===== config.mk =====
export PLATFORM = sky130hd
export DESIGN_NAME = sat_counter
export DESIGN_NICKNAME = d
export VERILOG_FILES = /design/src/rtl/stream_checker_pkg.sv /design/src/rtl/stream_checker_sat_counter.sv
export SDC_FILE = /design/constraint.sdc
export NUM_CORES = 1
export LEC_CHECK = 0
export ABC_AREA = 1
export CAP_MARGIN = 30
export CORE_MARGIN = 5
export CORE_UTILIZATION = 30
export CTS_BUF_LIST = sky130_fd_sc_hd__clkbuf_2 sky130_fd_sc_hd__clkbuf_4 sky130_fd_sc_hd__clkbuf_8
export DETAILED_ROUTE_END_ITERATION = 8
export DONT_BUFFER_PORTS = 1
export PLACE_DENSITY = 0.4
export REMOVE_ABC_BUFFERS = 1
export SETUP_SLACK_MARGIN = 0.3
export SLEW_MARGIN = 0
export SYNTH_ARGS = -nofsm -noshare
export SYNTH_HDL_FRONTEND = slang
export SYNTH_SLANG_ARGS = --single-unit
export TNS_END_PERCENT = 1

===== constraint.sdc =====
create_clock -name clk -period 1.8 [get_ports clk]
set_clock_uncertainty 0.2 [all_clocks]
set_input_delay 0.36 -clock clk [delete_from_list [all_inputs] [get_ports clk]]
set_output_delay 0.36 -clock clk [all_outputs]
set_load 0.1 [all_outputs]

===== src/rtl/stream_checker_pkg.sv =====
// -----------------------------------------------------------------------------
// stream_checker_pkg
// Shared types and helpers for the stream_checker receive-side checker.
//   checker_state_t : checker FSM states
//   DEF_*           : default parameter values used by the top level
//   sat_inc()       : saturating increment for counters up to 32 bits wide
// -----------------------------------------------------------------------------
package stream_checker_pkg;

   localparam int DEF_DATA_WIDTH     = 8;
   localparam int DEF_COUNT_WIDTH    = 16;
   localparam int DEF_ERR_WIDTH      = 8;
   localparam int DEF_LAT_WIDTH      = 16;
   localparam int DEF_TIMEOUT_CYCLES = 1024;

   typedef enum logic [1:0] {
      IDLE       = 2'd0,
      WAIT_FIRST = 2'd1,
      CHECKING   = 2'd2,
      DONE       = 2'd3
   } checker_state_t;

   // Increment value, holding at the all-ones value of a width-bit counter.
   function automatic logic [31:0] sat_inc(input logic [31:0] value, input int unsigned width);
      logic [31:0] max_v;
      if (width >= 32'd32) begin
         max_v = 32'hFFFF_FFFF;
      end else begin
         max_v = (32'd1 << width) - 32'd1;
      end
      if (value >= max_v) begin
         return value;
      end else begin
         return value + 32'd1;
      end
   endfunction

endpackage


===== src/rtl/stream_checker_sat_counter.sv =====
// -----------------------------------------------------------------------------
// sat_counter
// Saturating up-counter with synchronous clear (clear has priority).
//   clk   : clock, rising edge
//   rst   : asynchronous active-high reset
//   clr   : synchronous clear to zero
//   inc   : increment by one, holding at all-ones
//   count : registered count value
// -----------------------------------------------------------------------------
module sat_counter
   import stream_checker_pkg::*;
#(
   parameter int WIDTH = 8
) (
   input  logic             clk,
   input  logic             rst,
   input  logic             clr,
   input  logic             inc,
   output logic [WIDTH-1:0] count
);

   logic [WIDTH-1:0] count_q;
   logic [WIDTH-1:0] count_d;

   // Next count: clear, saturating increment, or hold.
   always_comb begin
      count_d = count_q;
      if (clr) begin
         count_d = {WIDTH{1'b0}};
      end else if (inc) begin
         count_d = WIDTH'(sat_inc(32'(count_q), WIDTH));
      end else begin
         count_d = count_q;
      end
   end

   // Count register.
   always_ff @(posedge clk or posedge rst) begin
      if (rst) begin
         count_q <= {WIDTH{1'b0}};
      end else begin
         count_q <= count_d;
      end
   end

   assign count = count_q;

endmodule


==> results.py <==
metrics = {
    "run_status": {
        "status": "finished clean",
    },
    "grt": {
        "grt_usage_pct": 10.10,
        "grt_start_max_net_pins": 9,
        "antenna_found_initial": 0,
        "grt_pass1_vias": 453,
        "gr-total-overflow": 0,
        "grt_pass1_wl_mm": 1.938,
    },
    "clocking": {
        "clockRootBuffer": "clkbuf_4",
        "numCtsBuffers": 3,
        "cts_tree": "done",
        "clockBufferDepth": 2,
        "clk_pin_slew_ns": 0.06,
        "clock-sinks": 8,
        "cts_max_level": 1,
        "clk_latency_ns": 0.26,
    },
    "critical_path": {
        "cp.required_ns": 1.24,
        "cp_slowest_cell": "dfrtp_1",
        "path_buf_inv": 1,
        "crit_path_end_kind": "output port",
        "cp.depth": 1,
        "ff2ff_setup_slack_ns": 0.32,
        "critPathTopFamily": "flip-flops",
        "crit_fanout": 5,
        "worst_setup_path_start_kind": "flop",
        "cp.arrival_ns": 0.97,
        "crit_type": "reg -> out",
        "ff2ff_path_depth": 8,
        "path_cells": "buf_4",
        "critPathMaxStageDelay_ns": 0.40,
    },
    "place": {
        "pre_cts_ws_ns": 0.3164,
        "hpwl_um": 868.6,
        "io_buffer_count": 0,
        "dp_cells": 95,
        "place.gp.congestion": 0.7837,
    },
    "finish": {
        "num-fill-cells": 183,
        "largest_reg_flops": 8,
        "layout.cells.non_filler": 100,
        "syn2layout_area_growth_pct": 27.29,
        "nets": 90,
        "antennaDiodeCount": 0,
        "finalCoreUtilization_pct": 39.04,
        "drive_gt1_share_pct": 27.71,
    },
    "synth": {
        "ys_top_cells_by_area": "dfrtp_1 39%, nand2_1 19%, inv_1 5.8%, nand2_2 4.8%, nand3_1 3.9%",
        "synth-main-ff-cell": "dfrtp_1",
        "async_flop_share_pct": 100.0,
        "synth_edf_count": 0,
        "synthCells": 70,
        "ys_ff_latch": 8,
        "ys_warn_count": 0,
        "synth_cell_type_count": 19,
        "yosysMostFrequentCell": "nand2_1",
        "synthesis.area_sq_um": 518.0,
        "yosysSeqAreaShare_pct": 38.65,
        "yosysTopAreaCell": "dfrtp_1",
        "avgSynthCellArea_sq_um": 7.400,
        "synth_common_cells": "26 x nand2_1, 8 x dfrtp_1, 8 x inv_1",
        "yosysTopAreaCellShare_pct": 38.65,
    },
    "detailed_routing": {
        "avgRoutedWirePerCell_um": 11.49,
        "ant_nets": 0,
        "dr.pass1.iters": 2,
        "wirelength_mm": 1.149,
        "viasPerCell": 4.580,
        "via_count": 458,
        "drt_iter0_markers": 4,
        "drc": 0,
    },
    "timing": {
        "fin_crit_ns": 1.535,
        "hold_viol": 0,
        "slew_headroom_pct": 78.07,
        "fin_ws_ns": 0.2652,
        "fin_hold_ws_ns": 0.05811,
        "slew_violations": 0,
        "fin_crit_sh_pct": 85.27,
        "worstMarginPinSlew_ns": 0.3286,
        "fmax_mhz": 651.5,
        "rsz0062_at_grt": "yes",
        "setup_viol_count_final": 0,
    },
    "power_and_ir_drop": {
        "power_density_mw_per_mm2": 608.4,
        "p_clk_share_pct": 35.1,
        "leakagePower_nw": 0.3289,
        "power_w": 0.0004012,
        "p_sw_w": 0.0001224,
        "p_comb_share_pct": 17.5,
        "switching_share_pct": 30.51,
        "seqPwrFrac_pct": 47.3,
        "ir_worst_vdd_uv": 406.5,
        "p_int_w": 0.0002788,
    },
    "floorplan": {
        "die_h_um": 51.56,
        "die_area_sq_mm": 0.002658,
        "io-pin-count": 12,
        "dieWidth_um": 51.56,
        "num_rows": 15,
        "core-area_sq_mm": 0.001689,
        "initial_core_util_pct": 30.67,
    },
    "hold_path": {
        "hp-class": "in -> reg",
        "holdPathStages": 3,
    },
    "job": {
        "maxCapViolCount": 0,
    },
}
## placed cells by master, fill, tap and decap left out, types with 2 or more instances in the layout
cell and n:
nand3_2 2, nand2_1 26, nand3_1 4, buf_6 3, buf_4 5, nor2_1 4, dfrtp_1 7, o21ai_0 3
inv_1 8, clkbuf_4 3, nand2_2 4
## power by group through the flow
| stage | clock (W) | sequential, W | combinational (W) |
|---|---|---|---|
| after floorplan | 0 | 0.000224 | 0.0000212 |
| after global placement | 0 | 0.000193 | 0.0000675 |
| after detailed placement | 0 | 0.000193 | 0.0000670 |
| after CTS | 0.000147 | 0.000190 | 0.0000694 |
| after global routing | 0.000157 | 0.000190 | 0.0000760 |
| final | 0.000141 | 0.000190 | 0.0000704 |
## stage by stage
step | cell area [sq um] | setup TNS, ns
floorplan | 518.0 | -2.540
global placement | 599.3 | 0
detailed placement | 599.3 | 0
CTS | 651.9 | 0
global route | 659.4 | 0
finish | 659.4 | 0
## layer usage
layer	track usage (%)	vias up	wire length, um
met4	1.310	0	12
met2	16.53	11	541
met5	0	-	0
met3	6.017	2	60
met1	11.59	202	534
li1	-	243	-
## cells by family after synthesis
logic type	after synthesis	synth area share, %
flops	8	38.65
fa+ha+maj	1	2.415
mux	1	1.932
buf+inv	8	5.797
xor+xnor	2	3.382
compound gates	4	4.348
simple gates	46	43.48
## area by class of cell
type,instances,area (sq um),share of cell area [%]
repair buffers,10,96.34,14.61
well taps,17,21.27,3.226
clock buffers,3,22.52,3.416
flip-flops and latches,8,201.4,30.55
multi-input cells,54,287.8,43.64
inverters,8,30.03,4.554
## final timing paths
| check | from | endpoint |
|---|---|---|
| max reg2reg | count[1] | count[1] |
| min | clr | count[3] |
| min in group asynchronous | rst | count[7] |
| max | count[7] | count[7] |
| max in group asynchronous | rst | count[5] |
| min reg2reg | count[7] | count[7] |
## what timing repair did
item	in CTS	in global routing
hold buffers	1	0
gates cloned	0	0
endpoints found under the setup margin	8	16
setup buffers	0	1
gates resized for setup	6	0
endpoints found under the hold margin	8	0
pin swaps	0	0
Note: power is estimated with default switching activity, not from simulation.
